==> src/rtl/sw_arb_pkg.sv <==
// Shared codes and helpers for the stopwatch command arbiter.
// SW_ARB_HOST_PRIO_EN is the only build option; it is consumed by stopwatch_cmd_arbiter.
package sw_arb_pkg;

  localparam int unsigned CMD_W = 2;
  localparam int unsigned GAP_W = 8;

  localparam logic [CMD_W-1:0] CMD_NOP   = 2'b00;
  localparam logic [CMD_W-1:0] CMD_START = 2'b01;
  localparam logic [CMD_W-1:0] CMD_STOP  = 2'b10;
  localparam logic [CMD_W-1:0] CMD_RESET = 2'b11;

  localparam logic [1:0] ST_IDLE    = 2'b00;
  localparam logic [1:0] ST_RUNNING = 2'b01;
  localparam logic [1:0] ST_PAUSED  = 2'b10;

  typedef enum logic [1:0] {
    ARB_IDLE  = 2'd0,
    ARB_ISSUE = 2'd1,
    ARB_GAP   = 2'd2
  } arb_state_t;

  // Command legality against the control FSM state; the invalid state 11 only admits reset.
  function automatic logic cmd_legal(input logic [CMD_W-1:0] cmd, input logic [1:0] st);
    logic ok;
    ok = 1'b0;
    case (cmd)
      CMD_START: ok = (st == ST_IDLE) || (st == ST_PAUSED);
      CMD_STOP:  ok = (st == ST_RUNNING);
      CMD_RESET: ok = 1'b1;
      default:   ok = 1'b0;
    endcase
    return ok;
  endfunction

  // Panel rising edges {reset,stop,start} to a single code; reset > stop > start.
  function automatic logic [CMD_W-1:0] edge_to_cmd(input logic [2:0] rise);
    logic [CMD_W-1:0] cmd;
    cmd = CMD_NOP;
    if (rise[2])      cmd = CMD_RESET;
    else if (rise[1]) cmd = CMD_STOP;
    else if (rise[0]) cmd = CMD_START;
    return cmd;
  endfunction

endpackage

==> src/rtl/sw_arb_cmd_slot.sv <==
// Pending-command holding register: new commands overwrite start/stop, a held reset is sticky.
// A load in the same cycle as a clear is kept, so no edge is lost at grant time.
module sw_arb_cmd_slot
  import sw_arb_pkg::*;
(
  input  logic             clk,
  input  logic             rst_n,
  input  logic             i_load,
  input  logic [CMD_W-1:0] i_cmd,
  input  logic             i_clear,
  output logic [CMD_W-1:0] o_cmd,
  output logic             o_pending_c
);

  logic [CMD_W-1:0] r_cmd;
  logic [CMD_W-1:0] w_base;
  logic [CMD_W-1:0] w_nxt;

  always_comb begin
    w_base = i_clear ? CMD_NOP : r_cmd;
    w_nxt  = w_base;
    if (i_load && ((w_base != CMD_RESET) || (i_cmd == CMD_RESET))) begin
      w_nxt = i_cmd;
    end
  end

  always_ff @(posedge clk or negedge rst_n) begin
    if (!rst_n) r_cmd <= CMD_NOP;
    else        r_cmd <= w_nxt;
  end

  assign o_cmd       = r_cmd;
  assign o_pending_c = (r_cmd != CMD_NOP);

endmodule

==> src/rtl/stopwatch_cmd_arbiter.sv <==
// Arbitrates panel buttons and a host port onto the stopwatch FSM start/stop/reset pulses.
// Build option: SW_ARB_HOST_PRIO_EN selects fixed host priority instead of round-robin.
module stopwatch_cmd_arbiter
  import sw_arb_pkg::*;
#(
  parameter int unsigned GAP_CYCLES = 4,
  parameter int unsigned REJ_W      = 8
) (
  input  logic             clk,
  input  logic             rst_n,
  input  logic             pnl_start,
  input  logic             pnl_stop,
  input  logic             pnl_reset,
  input  logic             host_valid,
  input  logic [1:0]       host_cmd,
  output logic             host_ready,
  input  logic [1:0]       fsm_state,
  output logic             start_o,
  output logic             stop_o,
  output logic             reset_o,
  output logic             grant_src,
  output logic             busy,
  output logic [REJ_W-1:0] rej_cnt
);

  localparam logic [GAP_W-1:0] GAP_LOAD = GAP_W'(GAP_CYCLES);

  arb_state_t       r_state;
  arb_state_t       w_state_nxt;
  logic [GAP_W-1:0] r_gap_cnt;
  logic [GAP_W-1:0] w_gap_nxt;
  logic [2:0]       r_pnl_hist;
  logic [2:0]       w_rise;
  logic             w_pnl_load;
  logic [CMD_W-1:0] w_pnl_new;
  logic [CMD_W-1:0] w_pnl_cmd;
  logic             w_pnl_pend;
  logic [CMD_W-1:0] r_host_cmd;
  logic             r_host_rdy;
  logic             w_host_pend;
  logic             r_grant_src;
  logic             r_start;
  logic             r_stop;
  logic             r_reset;
  logic             r_busy;
  logic [REJ_W-1:0] r_rej_cnt;
  logic             w_sel_host;
  logic [CMD_W-1:0] w_sel_cmd;
  logic             w_grant;
  logic             w_reject;
  logic             w_clr_pnl;
  logic             w_clr_host;
`ifndef SW_ARB_HOST_PRIO_EN
  logic             r_rr_host;
`endif

  assign w_rise      = {pnl_reset, pnl_stop, pnl_start} & ~r_pnl_hist;
  assign w_pnl_load  = |w_rise;
  assign w_pnl_new   = edge_to_cmd(w_rise);
  assign w_host_pend = !r_host_rdy;

  sw_arb_cmd_slot u_pnl_slot (
    .clk         (clk),
    .rst_n       (rst_n),
    .i_load      (w_pnl_load),
    .i_cmd       (w_pnl_new),
    .i_clear     (w_clr_pnl),
    .o_cmd       (w_pnl_cmd),
    .o_pending_c (w_pnl_pend)
  );

  always_ff @(posedge clk or negedge rst_n) begin
    if (!rst_n) r_state <= ARB_IDLE;
    else        r_state <= w_state_nxt;
  end

  // Selection, legality filtering and gap sequencing.
  always_comb begin
    w_state_nxt = r_state;
    w_gap_nxt   = r_gap_cnt;
    w_sel_host  = 1'b0;
    w_sel_cmd   = CMD_NOP;
    w_grant     = 1'b0;
    w_reject    = 1'b0;
    w_clr_pnl   = 1'b0;
    w_clr_host  = 1'b0;
    case (r_state)
      ARB_IDLE: begin
        if (w_pnl_pend && w_host_pend) begin
`ifdef SW_ARB_HOST_PRIO_EN
          w_sel_host = !((w_pnl_cmd == CMD_RESET) && (r_host_cmd != CMD_RESET));
`else
          w_sel_host = r_rr_host;
`endif
        end else begin
          w_sel_host = w_host_pend;
        end
        w_sel_cmd = w_sel_host ? r_host_cmd : w_pnl_cmd;
        if (w_pnl_pend || w_host_pend) begin
          w_clr_host = w_sel_host;
          w_clr_pnl  = !w_sel_host;
          if (cmd_legal(w_sel_cmd, fsm_state)) begin
            w_grant     = 1'b1;
            w_state_nxt = ARB_ISSUE;
          end else begin
            w_reject = 1'b1;
          end
        end
      end
      ARB_ISSUE: begin
        w_state_nxt = ARB_GAP;
        w_gap_nxt   = GAP_LOAD;
      end
      ARB_GAP: begin
        w_gap_nxt = GAP_W'(r_gap_cnt - GAP_W'(1));
        if (r_gap_cnt == GAP_W'(1)) w_state_nxt = ARB_IDLE;
      end
      default: w_state_nxt = ARB_IDLE;
    endcase
  end

  always_ff @(posedge clk or negedge rst_n) begin
    if (!rst_n) begin
      r_gap_cnt   <= '0;
      r_pnl_hist  <= '0;
      r_host_cmd  <= CMD_NOP;
      r_host_rdy  <= 1'b1;
      r_grant_src <= 1'b0;
      r_start     <= 1'b0;
      r_stop      <= 1'b0;
      r_reset     <= 1'b0;
      r_busy      <= 1'b0;
      r_rej_cnt   <= '0;
    end else begin
      r_gap_cnt  <= w_gap_nxt;
      r_pnl_hist <= {pnl_reset, pnl_stop, pnl_start};
      // Host nop is accepted but never occupies the slot.
      if (w_clr_host) begin
        r_host_cmd <= CMD_NOP;
        r_host_rdy <= 1'b1;
      end else if (host_valid && r_host_rdy && (host_cmd != CMD_NOP)) begin
        r_host_cmd <= host_cmd;
        r_host_rdy <= 1'b0;
      end
      if (w_grant) r_grant_src <= w_sel_host;
      r_start <= w_grant && (w_sel_cmd == CMD_START);
      r_stop  <= w_grant && (w_sel_cmd == CMD_STOP);
      r_reset <= w_grant && (w_sel_cmd == CMD_RESET);
      r_busy  <= (w_state_nxt != ARB_IDLE);
      if (w_reject && (r_rej_cnt != {REJ_W{1'b1}})) r_rej_cnt <= r_rej_cnt + REJ_W'(1);
    end
  end

`ifndef SW_ARB_HOST_PRIO_EN
  // Pointer favours whichever source was not granted last; panel after reset.
  always_ff @(posedge clk or negedge rst_n) begin
    if (!rst_n)       r_rr_host <= 1'b0;
    else if (w_grant) r_rr_host <= !w_sel_host;
  end
`endif

  assign host_ready = r_host_rdy;
  assign start_o    = r_start;
  assign stop_o     = r_stop;
  assign reset_o    = r_reset;
  assign grant_src  = r_grant_src;
  assign busy       = r_busy;
  assign rej_cnt    = r_rej_cnt;

endmodule
==> config.mk <==
export PLATFORM = sky130hd
export DESIGN_NAME = stopwatch_cmd_arbiter
export DESIGN_NICKNAME = d
export VERILOG_FILES = /design/src/rtl/sw_arb_pkg.sv /design/src/rtl/sw_arb_cmd_slot.sv /design/src/rtl/stopwatch_cmd_arbiter.sv
export SDC_FILE = /design/constraint.sdc
export NUM_CORES = 1
export LEC_CHECK = 0
export BUFFER_PORTS_ARGS = -buffer_cell sky130_fd_sc_hd__buf_2
export CAP_MARGIN = 5
export CORE_ASPECT_RATIO = 1.75
export CORE_UTILIZATION = 56
export DETAILED_ROUTE_END_ITERATION = 16
export PLACE_DENSITY_LB_ADDON = 0.15
export SLEW_MARGIN = 10
export SYNTH_ARGS = -nofsm -noshare
export SYNTH_HDL_FRONTEND = slang
export SYNTH_SLANG_ARGS = --single-unit
==> constraint.sdc <==
create_clock -name clk -period 2.4 [get_ports clk]
set_input_delay 0.12 -clock clk [delete_from_list [all_inputs] [get_ports clk]]
set_output_delay 0.12 -clock clk [all_outputs]
set_load 0.1 [all_outputs]
==> impl_metrics.py <==
metrics = {
    "run_status": {
        "status": "complete, no violations",
    },
    "critical_path": {
        "required_ns": 2.58,
        "rrSetupSlack_ns": 0.47,
        "startpoint_type": "flop",
        "worstSetupPathType": "reg2reg",
        "crit_arrival_ns": 2.11,
        "setup.worst_path.end_class": "flop",
        "worstPathMaxFanout": 7,
    },
    "detailed_routing": {
        "ant_nets": 0,
        "first_pass_iters": 4,
        "drt_wl_total_um": 3020,
        "vias_per_cell": 5.83,
        "wire_per_inst_um": 14.4,
        "drc_errors": 0,
        "vias": 1225,
        "drtIter0Drc": 30,
    },
    "final_layout": {
        "fillers": 220,
        "nets": 199,
        "drive_gt1_share_pct": 23.5,
        "n_antenna_cell": 0,
        "areaGrowthSynthToFinish_pct": 17.0,
    },
    "floorplanning": {
        "core.rowCount": 25,
        "die_x_um": 42.8,
        "coreArea_um2": 2720,
        "initial_utilization_pct": 59.9,
        "fp.dieH_um": 73.4,
        "die_area_um2": 3140,
        "pin_count": 24,
    },
    "sta": {
        "maxSlewHeadroom_pct": 53.9,
        "tightest_slew_ns": 0.691,
        "fin_crit_ns": 1.93,
        "setup_viol": 0,
        "hold_viol": 0,
        "fin_crit_sh_pct": 80.6,
        "max_freq_ghz": 0.517,
        "slew_viol_final": 0,
        "clock_skew_ns": 0.0117,
        "rsz0062_at_grt": "no",
        "fin_setup_tns_ns": 0,
    },
    "synth": {
        "synth-compound-area-share_pct": 13.5,
        "synth.avg_cell_area_um2": 10.9,
        "synth_top_family_by_area": "simple AND/OR/NAND/NOR gates",
        "synthMuxAreaShare_pct": 2.84,
        "synthSimpleGateAreaFrac_pct": 20.8,
        "synth-seq-cells": 32,
        "synth-seq-area-share_pct": 49.2,
        "yosys_warnings": 0,
        "syn_nets": 167,
        "syn-cell-area_um2": 1630,
        "ys.flop_type": "dfrtp_1",
        "synth-xor-area-share_pct": 4.83,
        "synth-edff-count": 0,
        "synth_fa_ha_area_share_pct": 5.37,
        "synth_cell_type_count": 47,
        "syn_inst": 150,
        "async_flop_share_pct": 100,
    },
    "placement": {
        "globalplace.congestion": 0.809,
        "dpl.hpwl_um": 2250,
        "portBuffers": 23,
    },
    "global_route": {
        "grt_pass1_wl_um": 5240,
        "gr-total-overflow": 0,
        "grt_max_degree": 33,
        "track_usage_pct": 22.2,
        "antenna_found_initial": 0,
        "grt_pass1_vias": 1204,
    },
    "clocking": {
        "htree_levels": 2,
        "clk_path_buf_depth": 2,
        "cts_setup_buffers": 0,
        "clk_pin_slew_ns": 0.07,
        "cts_tree": "done",
        "numCtsBuffers": 5,
        "cts-root-buf": "clkbuf_8",
        "clkLatencyLatePin_ns": 0.29,
        "cts.sinks": 32,
    },
    "job": {
        "drv_cap": 0,
    },
    "worst_hold_path": {
        "worstHoldPathType": "in2reg",
    },
}
==> sequential cells by signal, indices dropped and copies added (netlist names) <==
| signal | count |
|---|---|
| u_pnl_slot.o_cmd | 2 |
| r_gap_cnt | 8 |
| host_ready | 1 |
| r_rr_host | 1 |
| grant_src | 1 |
| rej_cnt | 8 |
| reset_o | 1 |
| r_state | 2 |
| stop_o | 1 |
| r_host_cmd | 2 |
| r_pnl_hist | 3 |
| start_o | 1 |
| busy | 1 |
==> worst max-delay path, stage by stage, from the launching register on <==
cell and delay (ns):
dfrtp_1 0.40, inv_1 0.14, ha_1 0.29, inv_1 0.10, a211oi_2 0.36, and4_1 0.29, nand4_1 0.12, xnor2_1 0.14
==> routing by layer <==
metal	GRT usage, %	up-vias	share of wire [%]
met1	24.8	597	39
li1	-	598	-
met5	0	-	0
met3	4.42	7	3.3
met2	39.4	23	56
met4	10.4	0	1.9
==> area by class of cell <==
cell class / count / area (um^2) / area share, %
flip-flops and latches: 32 / 802 / 42.0
multi-input cells: 106 / 772 / 40.5
repair buffers: 27 / 155 / 8.13
clock buffers: 6 / 72.6 / 3.80
inverters: 10 / 37.5 / 1.97
clock inverters: 2 / 35.0 / 1.84
well taps: 27 / 33.8 / 1.77
==> worst paths after layout <==
check,end,startpoint,cells past startpoint
min in group asynchronous,rej_cnt[4],rst_n,2
max in group asynchronous,r_gap_cnt[7],rst_n,2
max reg2reg,rej_cnt[5],r_state[0],7
max,rej_cnt[5],r_state[0],7
min reg2reg,rej_cnt[6],rej_cnt[6],1
min,r_host_cmd[1],host_cmd[1],3
==> per-stage QoR <==
step                utilization (%)  cells  hold WS, ns  worst slack, ns  area (um^2)
floorplan                         -    150       -0.176           0.0243         1630
global placement               64.7    198        0.184            0.544         1760
detailed placement             64.7    198        0.207            0.442         1760
CTS                            70.1    210        0.118            0.449         1910
global route                   70.1    210        0.147            0.299         1910
finish                         70.1    210        0.124            0.466         1910
==> placed cells by master, fill, tap and decap left out, types with 4 or more instances in the layout <==
master         netlist  layout
dlygate4sd3_1        0       4
nor2_1               9       9
o21ai_0              7       7
clkbuf_8             0       5
dfrtp_1             31      31
a21oi_1              7       7
inv_1               10      10
ha_1                 7       7
nand3_1              6       6
nand2_1             12      12
xnor2_1              8       8
buf_2                0      23
==> logic make-up after synthesis <==
logic type | after synthesis
AND/OR/NAND/NOR | 57
flip-flops | 32
AO/OA/AOI/OAI | 29
buffers and inverters | 12
XOR/XNOR | 9
adder cells (fa/ha/maj) | 7
multiplexers | 4
==> Yosys cell counts, drive strengths merged, types with 3 or more instances <==
library cell / number / share of area [%]
nor2b: 3 / 1.2
a21oi: 7 / 2.1
nand4: 3 / 1.2
and4: 3 / 1.6
nand3: 6 / 1.8
nand2: 13 / 3.1
nor2: 10 / 2.5
xnor2: 8 / 4.3
nor4b: 3 / 2.4
inv: 10 / 2.3
nand2b: 4 / 1.7
ha: 7 / 5.4
o21ai: 7 / 2.1
dfrtp: 31 / 48
==> what timing repair did <==
action,4_1_cts,5_1_grt
endpoints found under the hold margin,34,0
gates resized for setup,0,0
hold buffers,4,0
Power is left out: the tool's default activity adds up to more than one toggle a clock period on the data nets, which glitch-free logic cannot reach.
